**config.mk**
```make
export PLATFORM = sky130hd
export DESIGN_NAME = rca_32_flat
export DESIGN_NICKNAME = d
export VERILOG_FILES = /design/src/rtl/rca_32_if.sv /design/src/rtl/rca_32.sv /design/src/flat_wrapper.sv
export SDC_FILE = /design/constraint.sdc
export NUM_CORES = 1
export LEC_CHECK = 0
export ABC_CLOCK_PERIOD_IN_PS = 8000
export CORE_ASPECT_RATIO = 1.2
export CORE_MARGIN = 3
export CORE_UTILIZATION = 25
export CTS_CLUSTER_SIZE = 20
export DETAILED_ROUTE_END_ITERATION = 7
export SYNTH_ARGS = -nofsm -noshare
export SYNTH_HDL_FRONTEND = slang
export SYNTH_SLANG_ARGS = --single-unit
```
**constraint.sdc**
```tcl
create_clock -name clk -period 8 [get_ports clk]
set_input_delay 2 -clock clk [delete_from_list [all_inputs] [get_ports clk]]
set_output_delay 2 -clock clk [all_outputs]
set_load 0.02 [all_outputs]
```
**src/rtl/rca_32_if.sv**
```systemverilog
// rca_32_if -- operand/result/power-status bundle for the 32-bit power-gated adder.
//   A, B      : 32-bit addends
//   C_in      : carry-in to bit 0
//   flag      : 1 = request upper-half power-down, 0 = request power-up
//   S_out     : registered 32-bit sum
//   C_out     : registered carry-out of bit 31
//   iso_en    : isolation enable status
//   ret_en    : retention enable status
//   pse       : power-switch enable (1 = upper half powered)
interface rca_32_if;
   logic [31:0] A;
   logic [31:0] B;
   logic        C_in;
   logic        flag;
   logic [31:0] S_out;
   logic        C_out;
   logic        iso_en;
   logic        ret_en;
   logic        pse;

   modport master (
      output A, B, C_in, flag,
      input  S_out, C_out, iso_en, ret_en, pse
   );

   modport slave (
      input  A, B, C_in, flag,
      output S_out, C_out, iso_en, ret_en, pse
   );
endinterface

```
**src/rtl/rca_32.sv**
```systemverilog
// rca_32 -- 32-bit ripple-carry adder split into an always-on lower half (bits 15:0) and a
// power-gated upper half (bits 31:16 plus carry-out), with a power-control sequencer.
//   clk   : single clock, rising edge
//   rst_n : synchronous active-low reset
//   bus   : rca_32_if slave (operands, flag in; registered sum, carry, power status out)
module rca_32 (
   input logic   clk,
   input logic   rst_n,
   rca_32_if.slave bus
);

   typedef enum logic [2:0] {
      StOn,
      StIso,
      StSave,
      StOff,
      StWake,
      StRestore
   } pwr_state_e;

   pwr_state_e  state_q, state_d;
   logic        iso_q, ret_en_q, pse_q;

   logic [15:0] lo_q;
   logic [16:0] hi_q;   // {carry-out, sum[31:16]}
   logic [16:0] ret_q;  // retention copy of hi_q

   logic [16:0] lo_sum;
   logic [16:0] hi_sum;

   // Lower carry ripples straight into the upper half within the same cycle.
   always_comb begin
      lo_sum = {1'b0, bus.A[15:0]} + {1'b0, bus.B[15:0]} + {16'b0, bus.C_in};
      hi_sum = {1'b0, bus.A[31:16]} + {1'b0, bus.B[31:16]} + {16'b0, lo_sum[16]};
   end

   // Power status code {iso_en, ret_en, pse} for each state.
   function automatic logic [2:0] pwr_code(input pwr_state_e st);
      logic [2:0] code;
      code = 3'b001;
      case (st)
         StOn:      code = 3'b001;
         StIso:     code = 3'b101;
         StSave:    code = 3'b111;
         StOff:     code = 3'b110;
         StWake:    code = 3'b111;
         StRestore: code = 3'b101;
         default:   code = 3'b001;
      endcase
      return code;
   endfunction

   // flag is only looked at in ON and OFF; the other states step unconditionally.
   always_comb begin
      state_d = state_q;
      case (state_q)
         StOn:      if (bus.flag)  state_d = StIso;
         StIso:     state_d = StSave;
         StSave:    state_d = StOff;
         StOff:     if (!bus.flag) state_d = StWake;
         StWake:    state_d = StRestore;
         StRestore: state_d = StOn;
         default:   state_d = StOn;
      endcase
   end

   // Status outputs are registered alongside the state so they track it exactly.
   always_ff @(posedge clk) begin
      if (!rst_n) begin
         state_q  <= StOn;
         iso_q    <= 1'b0;
         ret_en_q <= 1'b0;
         pse_q    <= 1'b1;
      end else begin
         state_q                     <= state_d;
         {iso_q, ret_en_q, pse_q}    <= pwr_code(state_d);
      end
   end

   // Upper-half register: adds only in ON. Leaving SAVE it is captured into retention and
   // cleared, so it reads 0 for all of OFF/WAKE; leaving WAKE and during RESTORE it is
   // reloaded from retention, so RESTORE and the first ON cycle show the saved value.
   always_ff @(posedge clk) begin
      if (!rst_n) begin
         lo_q  <= 16'h0;
         hi_q  <= 17'h0;
         ret_q <= 17'h0;
      end else begin
         lo_q <= lo_sum[15:0];
         case (state_q)
            StOn:      hi_q <= hi_sum;
            StIso:     hi_q <= hi_q;
            StSave: begin
               ret_q <= hi_q;
               hi_q  <= 17'h0;
            end
            StOff:     hi_q <= 17'h0;
            StWake:    hi_q <= ret_q;
            StRestore: hi_q <= ret_q;
            default:   hi_q <= hi_q;
         endcase
      end
   end

   assign bus.S_out  = {hi_q[15:0], lo_q};
   assign bus.C_out  = hi_q[16];
   assign bus.iso_en = iso_q;
   assign bus.ret_en = ret_en_q;
   assign bus.pse    = pse_q;

endmodule

```
**src/flat_wrapper.sv**
```systemverilog
// flat-port wrapper written by rule: the top's interface ports become plain ports
module rca_32_flat 
  (clk, rst_n, bus_A, bus_B, bus_C_in, bus_flag, bus_S_out, bus_C_out, bus_iso_en, bus_ret_en, bus_pse);
  rca_32_if bus_i ();
  input logic clk;
  input logic rst_n;
  input wire logic [$bits(bus_i.A)-1:0] bus_A;
  input wire logic [$bits(bus_i.B)-1:0] bus_B;
  input wire logic [$bits(bus_i.C_in)-1:0] bus_C_in;
  input wire logic [$bits(bus_i.flag)-1:0] bus_flag;
  output wire logic [$bits(bus_i.S_out)-1:0] bus_S_out;
  output wire logic [$bits(bus_i.C_out)-1:0] bus_C_out;
  output wire logic [$bits(bus_i.iso_en)-1:0] bus_iso_en;
  output wire logic [$bits(bus_i.ret_en)-1:0] bus_ret_en;
  output wire logic [$bits(bus_i.pse)-1:0] bus_pse;
  assign bus_i.A = bus_A;
  assign bus_i.B = bus_B;
  assign bus_i.C_in = bus_C_in;
  assign bus_i.flag = bus_flag;
  assign bus_S_out = bus_i.S_out;
  assign bus_C_out = bus_i.C_out;
  assign bus_iso_en = bus_i.iso_en;
  assign bus_ret_en = bus_i.ret_en;
  assign bus_pse = bus_i.pse;
  rca_32 u_core (.clk(clk), .rst_n(rst_n), .bus(bus_i));
endmodule
```
== After elaboration in Yosys (flattened, before gate mapping) ==
Cells that the tools add are included.

* Add/subtract/negate cells: 4
* Equality and inequality tests: 10
* Mux-type cells: 5
* Reduce and logical (&&, ||, !) cells: 6

{| class="wikitable"
|+ Operators by type and width
! cell !! number
|-
| $pmux W17 S3 || 1
|-
| $add A16 B16 Y17 || 2
|-
| $add A17 B1 Y17 || 2
|-
| $pmux W3 S5 || 1
|-
| $eq A3 B2 Y1 const B || 4
|-
| $eq A3 B3 Y1 const B || 4
|-
| $pmux W3 S3 || 1
|-
| $reduce_or A2 Y1 || 4
|-
| $eq A3 B1 Y1 const B || 2
|-
| $mux W3 || 2
|-
| $logic_not A3 Y1 || 1
|-
| $reduce_bool A3 Y1 || 1
|}

* Bits in registers: 56
* Bits of input ports: 68
* Output and inout bits: 36
* Word-level logic and storage cells: 32

== Logic depth before layout (Yosys ltp) ==
* Depth in word-level cells: 5
* Depth in mapped cells: 18
* Mapped depth without buffers: 18

== Least setup slack after synthesis ==
No wires, ideal clock.

* Path type: input to register
* Start point: in bus_C_in
* End point: reg u_core.hi_q[12]
* Arrival time: 5275 ps
* Data required time: 7908 ps
* Path slack: 2633 ps
* Stages on the path: 18
* Cell sequence: inv_1 fa_1 inv_1 fa_1 a21o_1 a21o_1 a31oi_1 a32oi_1 a21o_1 a21oi_1 fa_1 fa_1 nand2b_1 a21oi_1 o21ai_0 a21oi_1 nor3_1 o32ai_1

* Longest elaborated chain between the ends: 3

{| class="wikitable"
|+ RTL lines
! item !! RTL line !! RTL
|-
| from (decl) || flat_wrapper.sv:9 || <nowiki>input wire logic [$bits(bus_i.C_in)-1:0] bus_C_in;</nowiki>
|-
| $add A17 B1 Y17 || rca_32.sv:33 || <nowiki>lo_sum = {1'b0, bus.A[15:0]} + {1'b0, bus.B[15:0]} + {16'b0, bus.C_in};</nowiki>
|-
| $add A17 B1 Y17 || rca_32.sv:34 || <nowiki>hi_sum = {1'b0, bus.A[31:16]} + {1'b0, bus.B[31:16]} + {16'b0, lo_sum[16]};</nowiki>
|-
| $pmux W17 S3 || rca_32.sv:90 || <nowiki>case (state_q)</nowiki>
|-
| to (signal assigned) || rca_32.sv:91 || <nowiki>StOn: hi_q <= hi_sum;</nowiki>
|-
| to (signal assigned) || rca_32.sv:92 || <nowiki>StIso: hi_q <= hi_q;</nowiki>
|-
| to (signal assigned) || rca_32.sv:98 || <nowiki>StWake: hi_q <= ret_q;</nowiki>
|-
| to (decl) || rca_32.sv:25 || <nowiki>logic [16:0] hi_q;</nowiki>
|}

No other way between the ends.
A chain may end at the register's enable or synchronous reset.

== Final worst setup path ==
Same ends and word-level chain as after synthesis.

==> run metrics <==
cts hold-fix bufs=0; dpl cell area=approximately 4800 um^2; Post-Route WL=11,100 um; routed via count=approximately 3,600; H-tree levels=2; ANT cells=0; post-synth top area share=roughly 31%; CP startpoint kind=primary input; DP HPWL=between 8000 and 9000 um; Critical Path AT=roughly 6200 ps; number of global-route vias before repair=between 3,000 and 4,000; final hold violations=0; Routed WL per cell=approximately 15 um; DRC Markers=0; synthesized area=3610 um^2; Longest Clk Path Bufs=2; DRT Pass-1 Iters=6; post-route antenna net violation count=0; P per Cell Area=between 150 and 200 nW/um^2; Congestion Overflow GR=0; clk_lat worst skew=just under 300 ps; reg2reg path depth=6; nets@finish=between 600 and 700; die area=between 15,000 and 20,000 um^2; setup total negative slack=0 ps; sequential area share after synthesis=a little under a third; drt via density=between 5 and 6; Final Skew=approximately 4 ps; max_cap viols=0; largest family of logic cells by synthesized area=compound AO/OA/AOI/OAI gates; commonest non-fill, non-tap cells in the layout=clkdlybuf4s50_1 (103), nand2_1 (62), dfxtp_1 (56); Leak=roughly 2.0 nW; WS Path Type=in2reg; Die Width=116 um; RSZ-0062 raised after global routing=no; post-synthesis simple-gate area fraction=a little over a fifth; status=finished, final reports clean; Final min period=just under 6000 ps; area share of fa/ha/maj cells after synthesis=between 10% and 20%; fraction of layout cells with a size suffix above 1=between 3 and 4%; largest net degree at the start of global routing=30; Max VDD drop=~0.083 mV; P&R area growth vs syn=37.8%; worst path required time=slightly above 8000 ps; Core Rows=47; total CTS buffers=5; Hold WC Path Type=reg2reg; Unique masters post-synth=between 50 and 60; Slew Viols, Final=0; Mapped Nets=556; commonest non-fill, non-tap cell in the layout=clkdlybuf4s50_1; die span in y=about 140 um; worst-path fanout max=4; ys async rst share=0%; cell area after layout=~5000 um^2; fin cells=723; Avg Synthesized Cell Area=approximately 8.0 um^2; slew margin rel.=about an eighth; core box area=14,000 um^2; Buffers on Ports=roughly 100; hold path cells=2; I/O pin cnt=between 100 and 150; root buffer cell=clkbuf_16; #FFs+latches synth=56; setup violators final=0; Final Cycle Share=around three quarters; setup bufs post-CTS=0; CTS tree=done; Synth Area in Compound Gates=26.9%; cell taking the most area after synthesis=dfxtp_1; cts repair resizes=0; first-pass GRT wire length=around 18,000 um; Post-synth top flop=dfxtp_1; Clock Pin Slew Worst Setup and Hold Paths=70 ps; EDFF count, synth=0; Post-Syn Instances=~450; Initial Util=25.8%; mux cell area share after synthesis=under 10%; placer congestion estimate=between 0.8 and 0.9; synth top area cells=dfxtp_1 (31%), ha_1 (10%), a21oi_1 (7.3%), nand2_1 (6.4%), nor2_1 (3.9%); drt initial violations=between 200 and 250; Clock Sink Count=56; critical path endpoint category=flip-flop; Fmax=between 150 and 200 MHz; xor and xnor fraction of the mapped netlist area=3.39%; yosys warns=0; Inst Count DP=around 720; Total GRT Usage=between 10% and 20%; Worst Max-Slew Pin Slew=roughly 1300 ps; antenna violations before repair=0
==> layer usage <==
layer | part of all wire (%) | up-vias | track usage [%]
met1 | 42 | 1698 | 15.3
li1 | - | 1832 | -
met5 | 0 | - | 0
met3 | 5.3 | 6 | 2.02
met4 | 0.99 | 0 | 3.74
met2 | 51 | 92 | 26.6
==> stage by stage <==
step / setup slack, ps / hold WS (ps) / power (mW) / utilization, %
6_report: 2050 / 457 / 0.884 / 35.6
5_1_grt: 1760 / 484 / 0.933 / 35.6
4_1_cts: 2060 / 460 / 0.894 / 35.6
3_5_place_dp: 1770 / 450 / 0.642 / 34.4
3_3_place_gp: 1870 / 443 / 0.639 / 34.4
2_1_floorplan: 2630 / 436 / 0.513 / -
==> cell type report <==
| class | instances | area (um^2) |
|---|---|---|
| clock buffer | 6 | 129 |
| clock inverter | 2 | 35.0 |
| fill | 1487 | 9010 |
| inverter | 19 | 71.3 |
| multi-input combinational | 364 | 2360 |
| sequential | 56 | 1120 |
| tap | 171 | 214 |
| timing repair buffer | 105 | 1050 |
==> path summary, 6_finish.rpt <==
path	end	startpoint	slack [ps]
setup reg to reg	u_core.hi_q[10]	u_core.state_q[2]	5670
hold / removal	u_core.ret_q[1]	u_core.ret_q[1]	460
hold reg to reg	u_core.ret_q[1]	u_core.ret_q[1]	460
setup / recovery	u_core.hi_q[12]	bus_C_in	2050
==> cell families (layout without fill, tap and decap cells) <==
kind of cell | after synthesis | in the layout
DFF | 56 | 56
xor gates and xnor gates | 14 | 14
adders and majority gates | 34 | 34
buffers and inverters | 34 | 132
AOI/OAI and AO/OA | 147 | 147
muxes | 5 | 5
and+or+nand+nor | 164 | 164
==> Yosys cell counts (3+ instances only) <==
cell,instances
a211oi_1,7
a21o_1,14
a21oi_1,53
a221oi_1,3
a22oi_1,3
a31oi_1,5
and2_1,8
clkbuf_1,13
dfxtp_1,56
fa_1,4
ha_1,30
inv_1,18
mux2i_1,5
nand2_1,62
nand2b_1,8
nand3_1,9
nand4_1,3
nor2_1,38
nor2b_1,6
nor3_1,13
o211ai_1,3
o21a_1,7
o21ai_0,21
o21bai_1,3
o221ai_1,4
o22ai_1,3
or2_2,3
or3_1,3
xnor2_1,7
xor2_1,7
==> state kept, by name (all words and copies together) (netlist names) <==
name	flops
u_core.hi_q	17
u_core.ret_q	17
u_core.lo_q	16
u_core.state_q	3
u_core.bus.iso_en	1
u_core.bus.pse	1
u_core.bus.ret_en	1
==> where the power goes <==
part | total (mW) | switching (mW) | internal (mW)
Clock | 0.249 | 0.101 | 0.148
Sequential | 0.330 | 0.0217 | 0.308
Combinational | 0.306 | 0.158 | 0.148
Total | 0.884 | 0.281 | 0.603
==> critical path, cell delays in order <==
cell,delay [ps]
clkdlybuf4s50_1,460
inv_1,50
fa_1,430
inv_1,80
fa_1,200
a21o_1,120
a21o_1,180
a31oi_1,130
a32oi_1,290
a21o_1,150
a21oi_1,90
fa_1,420
fa_1,400
nand2b_1,180
a21oi_1,170
o21ai_0,150
a21oi_1,270
nor3_1,80
o32ai_1,260
Note: power is estimated with default switching activity, not from simulation.
